===== src/rtl/pariVo_fir_pkg.sv =====
// pariVo_fir_pkg: shared widths, state encoding and sample/accumulator types for the filter path
package pariVo_fir_pkg;
    localparam int NTAPS = 8;
    localparam int TAP_W = 3;
    localparam int DATA_W = 16;
    localparam int ACC_W = 35;
    localparam int FRAC_BITS = 15;
    typedef enum logic [1:0] {IDLE, MAC, DONE} fir_state_t;
    typedef logic signed [DATA_W-1:0] sample_t;
    typedef logic signed [ACC_W-1:0] acc_t;
endpackage


===== src/rtl/fir_sat16.sv =====
// fir_sat16: drops the Q1.15 fraction of an accumulator (floor) and clamps the result to a 16-bit sample
module fir_sat16 import pariVo_fir_pkg::*; (
    input  logic signed [ACC_W-1:0]  acc,
    output logic signed [DATA_W-1:0] sat
);
    localparam acc_t MAXV = acc_t'(32767);
    localparam acc_t MINV = acc_t'(-32768);
    acc_t sh;
    assign sh = acc >>> FRAC_BITS;
    assign sat = sh > MAXV ? 16'h7fff : sh < MINV ? 16'h8000 : sh[DATA_W-1:0];
endmodule


===== src/rtl/fir_tap_sequencer.sv =====
// fir_tap_sequencer: per accepted sample, walks get_tap through 8 taps, multiply-accumulates
// against the delay line and presents one saturated filtered sample
module fir_tap_sequencer import pariVo_fir_pkg::*; (
    input  logic        clk,
    input  logic        reset,
    input  logic [3:0]  cfg_filterNum,
    input  logic [15:0] sample_in,
    input  logic        sample_valid,
    output logic        sample_ready,
    output logic [3:0]  filterNum,
    output logic [2:0]  tapnum,
    input  logic [15:0] tapcoeff,
    output logic [15:0] out_sample,
    output logic        out_valid,
    input  logic        out_ready
);
    fir_state_t state, state_nx;
    sample_t x [NTAPS];
    acc_t acc, acc_nx;
    logic [3:0] cnt;
    logic signed [2*DATA_W-1:0] prod;
    sample_t sat;
    // coefficient arrives one cycle after its tapnum, so it pairs with x[cnt-1]
    assign prod = 32'($signed(tapcoeff)) * 32'(x[TAP_W'(cnt - 4'd1)]);
    assign acc_nx = acc + acc_t'(prod);
    fir_sat16 u_sat (.acc(acc_nx), .sat(sat));
    always_comb begin
        sample_ready = state == IDLE;
        tapnum = state == MAC ? (cnt[3] ? 3'd7 : cnt[2:0]) : 3'd0;
        state_nx = state;
        unique case (state)
            IDLE: if (sample_valid) state_nx = MAC;
            MAC: if (cnt == 4'd8) state_nx = DONE;
            DONE: if (out_ready) state_nx = IDLE;
            default: state_nx = IDLE;
        endcase
    end
    always_ff @(posedge clk)
        state <= !reset ? IDLE : state_nx;
    always_ff @(posedge clk) begin
        if (!reset) begin
            x <= '{default: '0};
            acc <= '0;
            cnt <= '0;
            filterNum <= '0;
            out_sample <= '0;
            out_valid <= 1'b0;
        end else begin
            if (state == IDLE && sample_valid) begin
                x[0] <= sample_in;
                for (int k = 1; k < NTAPS; k++) x[k] <= x[k-1];
                filterNum <= cfg_filterNum;
                acc <= '0;
                cnt <= '0;
            end
            if (state == MAC) begin
                cnt <= cnt + 4'd1;
                if (cnt != 4'd0) acc <= acc_nx;
                if (cnt == 4'd8) begin
                    out_sample <= sat;
                    out_valid <= 1'b1;
                end
            end
            if (state == DONE && out_ready) out_valid <= 1'b0;
        end
    end
endmodule


===== config.mk =====
export PLATFORM = sky130hd
export DESIGN_NAME = fir_tap_sequencer
export DESIGN_NICKNAME = d
export VERILOG_FILES = /design/src/rtl/pariVo_fir_pkg.sv /design/src/rtl/fir_sat16.sv /design/src/rtl/fir_tap_sequencer.sv
export SDC_FILE = /design/constraint.sdc
export NUM_CORES = 1
export LEC_CHECK = 0
export ABC_AREA = 1
export ABC_CLOCK_PERIOD_IN_PS = 7030
export CAP_MARGIN = 20
export CORE_MARGIN = 2
export CORE_UTILIZATION = 45
export DETAILED_ROUTE_END_ITERATION = 12
export PLACE_DENSITY = 0.67
export SETUP_SLACK_MARGIN = 0.15
export SLEW_MARGIN = 20
export SYNTH_ARGS = -nofsm -noshare
export SYNTH_HDL_FRONTEND = slang
export SYNTH_SLANG_ARGS = --single-unit

===== constraint.sdc =====
create_clock -name clk -period 7.03 [get_ports clk]
set_clock_uncertainty 0.1 [all_clocks]
set_input_delay 0.703 -clock clk [delete_from_list [all_inputs] [get_ports clk]]
set_output_delay 0.703 -clock clk [all_outputs]
set_load 0.02 [all_outputs]

# Word level (Yosys, flattened, before mapping)
# Index checks and enable logic that the tools add are counted.
# W data, S select, Z words.
# totals
regBits	190
in_bits	40
output_inout_bits	25
# classes
n_addsub	3
n_mul	1
n_lt_le_gt_ge	3
n_eq_ne	6
muxes	16
n_bitwise	2
n_reduce_logical	8
# op_table
op	n
$mux W35	3
$mux W16	4
$bmux W16 S3	1
$add A35 B32 Y35	1
$mul A16 B16 Y32	1
$gt A20 B16 Y1 const B	1
$lt A20 B16 Y1 const B	1
$mux W4	2
$mux W2	3
$mux W3	2
$pmux W2 S3	1
$add A4 B1 Y4 const B	1
$eq A4 B4 Y1 const B	1
$ge A4 B4 Y1 const B	1
$ne A2 B2 Y1 const B	2
$not A3 Y4	1
$reduce_bool A4 Y1	1
$reduce_and A3 Y1	1
$sub A3 B1 Y3 const B	1
$eq A2 B1 Y1 const B	1
$eq A2 B2 Y1 const B	1
$logic_and A1 B1 Y1	2
$logic_not A2 Y1	1
$ne A2 B1 Y1 const B	1
4 further kinds	4

# Logic depth before layout (Yosys ltp)
# depth
word_depth	10
depth_mapped	40

# Modules after synthesis
# From an unflattened synthesis, not the netlist that was laid out.
# hier_totals
hier_cells	2571
area_unflattened_um2	19896.6
# by_module_without_submodules
mod	instances	cells_each	area_each_um2	seq_area_each_um2
fir_tap_sequencer	1	2532	19717.7	3803.6
fir_sat16	1	39	178.9	0.0

# Worst setup path before layout
# No wires, ideal clock.
# synth_timing
kind	flip-flop to flip-flop
from	reg cnt[0]
to	reg out_sample[10]
setup_ps	122
t_arrival_ps	7439
t_required_ps	6808
path_slack_ps	-631
path_stages_with_launch	36
n_path_buf	4
period_less_slack_ps	7661
path_cell_list	dfxtp_1 inv_1 buf_2 buf_1 ha_1 inv_1 clkbuf_1 o21ai_0 o221ai_1 nand2_1 nor2_1 inv_1 fa_1 inv_1 fa_1 inv_1 fa_1 fa_1 inv_1 fa_1 inv_1 fa_1 inv_1 ha_1 nand2_1 nor2_1 nand3_1 nor3_1 nand2_1 nand3_1 nand2_1 nor2_1 nand2_1 a21oi_4 buf_6 a21oi_2
# synth_between
elab_chain_len	10
word_cells_on_any_way	13
cone_classes	add/sub: 2; mul: 1; order compare: 2; eq/ne: 1; mux: 5; bitwise: 1; reduce/logical: 1
# synth_lines
element	line_no	source
start: declaration	fir_tap_sequencer.sv:20	logic [3:0] cnt;
start signal: assignment	fir_tap_sequencer.sv:57	cnt <= cnt + 4'd1;
$sub A3 B1 Y3	fir_tap_sequencer.sv:24	assign prod = 32'($signed(tapcoeff)) * 32'(x[TAP_W'(cnt - 4'd1)]);
$not A3 Y4 (implied by the code)	fir_tap_sequencer.sv:24	
$bmux W16 S3	fir_tap_sequencer.sv:24	
$mux W16 (implied by the code) (2 in a row)	fir_tap_sequencer.sv:24	
$mul A16 B16 Y32	fir_tap_sequencer.sv:24	
$add A35 B32 Y35	fir_tap_sequencer.sv:25	assign acc_nx = acc + acc_t'(prod);
$lt A20 B16 Y1	fir_sat16.sv:10	assign sat = sh > MAXV ? 16'h7fff : sh < MINV ? 16'h8000 : sh[DATA_W-1:0];
$mux W16 (2 in a row)	fir_sat16.sv:10	
end signal: assignment	fir_tap_sequencer.sv:60	out_sample <= sat;
end: declaration	fir_tap_sequencer.sv:13	output logic [15:0] out_sample,
# Parallel ways exist; a longest one is shown, timed or not. The select of a mux whose other input is x is not followed.
# A chain may end at the register's enable or synchronous reset.

# Worst setup path in the final report
# layout_timing
from	reg cnt[0]
to	reg out_sample[4]
# The elaborated chain is that of the path after synthesis.

==> impl_results.md <==
* Run status: finished with violations
* Failing checks: negative setup slack
* # diodes at 0
* Period minus WS final at 7.24 ns
* Clock-pin slew on the worst setup and hold paths at 0.08 ns
* Max incr delay on CP at 0.67 ns
* RSZ-0062 raised after global routing: yes
* Number of synthesized flops with an enable pin at 0
* Initial antenna violation count at 0
* R2R setup slack at -0.21 ns
* Via count at roughly 18000
* Via density at 5.13
* # fillers at 3777
* RePlAce Congestion at 0.975
* CP Class: reg -> reg
* Most frequent cells in the layout: nor2_1 (477), inv_1 (442), nand2_1 (293), fa_1 (288), buf_4 (254)
* Syn. warnings at 0
* Layout cells sized above 1 at 0.237
* I/O Buffers at 64
* Crit path max fanout at 8
* CTS tree: yes
* Synthesized Nets at 3073
* I/O pin total at 65
* Htree depth at 4
* Worst Path Required at 7.27 ns
* Area delta synth->final at 28.4%
* DR pass1 iterations at 6
* Global-route wire length before repair at 92400 um
* Mapped Cells at 2617
* RR Startpoint: cnt[0]
* Startpoint types: flop
* Hold_sp: acc[2]
* Synth Cell Area at 19800 sq um
* Fin nets at roughly 3300
* Routed WL at 58500 um
* Final hold slack at 0.374 ns
* R2R depth at 36
* Total die area at 45800 sq um
* Slew @ Worst Pin at 0.969 ns
* Post-route setup slack at -0.210 ns
* Core Box Area at 43300 sq um
* Commonest non-fill, non-tap cell in the layout: nor2_1
* DRC viols at 0
* Post-placement setup slack at -0.342 ns
* Hold endpoint: acc[2]
* Max-slew headroom at 0.354
* Overflow after GRT at 0
* 1st-iter DRT viols at 1770
* Primary FF master, synth: dfxtp_1
* FF+latch count, synth at 190
* Number of global-route vias before repair at 17816
* Crit share post-route at 1.03
* Top delay family on crit path: adder cells
* Setup TNS at -2.97 ns
* TritonCTS buffer count at 17
* Routed Antenna Nets at 0
* Post-detailed-placement half-perimeter wirelength at 43300 um
* Crit end category: flop
* Setup-failing EPs final at 15
* Row cnt at 76
* Placed cell count at 3352
* Final Hold Fails at 0
* Die height at about 210 um
* Fmax at 138 MHz
* Max-Cap Viols at 0
* Library cells used by synthesis at 37
* Worst EP arrival at 7.48 ns
* Avg Inst Size Synth at 7.58 sq um
* Post-synthesis sequential area ratio at 0.192
* Hold Path Class: reg -> reg
* Post-synth ARST share at 0
* Largest net degree at the start of global routing at 115
* DR WL/cell at 16.8 um
* Hold path cells at 2
* Most used cell, CP: inv_2
* Slew Limit Fails at 0
* CTS Root Cell: clkbuf_16
* Post-route insts no fill at 3487
* CP Buf/Inv Count at 13
* Initial Utilization at 0.458
* Max Buffers Root-to-Sink at 2
* Critical path's slowest cell: fa_2
* Die X at 214 um
* Reg-to-reg endpoint: out_sample[4]
* TritonCTS sink count at 190
* GRT Util Overall at 0.251
* Worst-Skew Late Latency at 0.47 ns
## kinds of logic after synthesis
kind of cell,after synthesis,synth area share
AO/OA/AOI/OAI,381,0.106
AND/OR/NAND/NOR,983,0.193
XOR/XNOR,22,0.0101
adder cells (fa/ha/maj),416,0.380
buffers and inverters,625,0.120
flip-flops,190,0.192
## registers in the layout (all words and copies together) (netlist names)
name and cells:
acc 35, cnt 4, filterNum 4, out_sample 16, out_valid 1, state 2, x 128
## worst min-delay path, delay by kind of cell, from the launching register on
| kind | cells | cell delay [ns] |
|---|---|---|
| simple gates | 1 | 0.06 |
| compound gates | 1 | 0.06 |
| flops | 1 | 0.31 |
## cell usage after synthesis, types with 2 or more instances
master / count / area, sq um
inv_2: 3 / 11.3
o21ai_0: 253 / 1270
nor3_1: 8 / 40.0
nand2_1: 380 / 1430
buf_2: 11 / 55.1
inv_1: 504 / 1890
o21bai_1: 4 / 30.0
buf_1: 12 / 45.0
xor2_1: 15 / 131
nor2_1: 532 / 2000
fa_1: 310 / 6210
nand3_2: 2 / 20.0
a21oi_2: 13 / 114
o22ai_1: 2 / 12.5
clkinv_1: 7 / 26.3
ha_1: 106 / 1330
xnor2_1: 6 / 52.6
nand3b_1: 3 / 22.5
buf_6: 2 / 22.5
o221ai_1: 28 / 245
clkbuf_1: 86 / 323
a21oi_1: 72 / 360
nand4_1: 4 / 25.0
nand2_2: 4 / 25.0
a31oi_1: 3 / 18.8
dfxtp_1: 190 / 3800
o211ai_1: 3 / 22.5
nand3_1: 45 / 225
## stage by stage
stage,cell area [sq um],utilization
2_1_floorplan,20000,-
3_3_place_gp,22500,0.521
3_5_place_dp,22500,0.521
4_1_cts,24200,0.558
5_1_grt,25500,0.589
6_report,25500,0.589
## area by class of cell
cell class / count / area (sq um) / area share
Clock buffer: 17 / 425 / 0.0167
Clock inverter: 14 / 191 / 0.00752
Inverter: 514 / 1960 / 0.0768
Multi-Input combinational cell: 1802 / 15000 / 0.590
Sequential cell: 190 / 3810 / 0.149
Tap cell: 585 / 732 / 0.0287
Timing Repair Buffer: 363 / 3310 / 0.130
Timing Repair inverter: 2 / 17.5 / 0.000688
## metal layers
layer  vias to the layer above  share of wire  track usage
met2                       638           0.45        0.392
met3                       131          0.069       0.0410
met4                         0          0.039       0.0844
li1                       8466              -            -
met1                      8639           0.44        0.356
met5                         -              0            0
## worst max-delay path by stage
stage | from | endpoint | slack, ns | depth (start not counted)
final | cnt[0] | out_sample[4] | -0.21 | 36
after global routing | cnt[1] | out_sample[2] | -0.48 | 33
after CTS | cnt[0] | out_sample[13] | -0.03 | 34
after detailed placement | cnt[1] | out_sample[4] | -0.34 | 34
after global placement | cnt[1] | out_sample[4] | -0.29 | 34
after floorplan | cnt[0] | out_sample[10] | 0.15 | 35
## timing repair
action | in CTS | in global routing
cloned | 5 | 4
hold buffers | 0 | 0
endpoints found under the hold margin | 0 | 0
pin swaps | 46 | 146
gates resized for setup | 136 | 290
buffers inserted | 45 | 50
setup endpoints to repair | 33 | 39
Power is left out: the tool's default activity adds up to more than one toggle a clock period on the data nets, which glitch-free logic cannot reach.
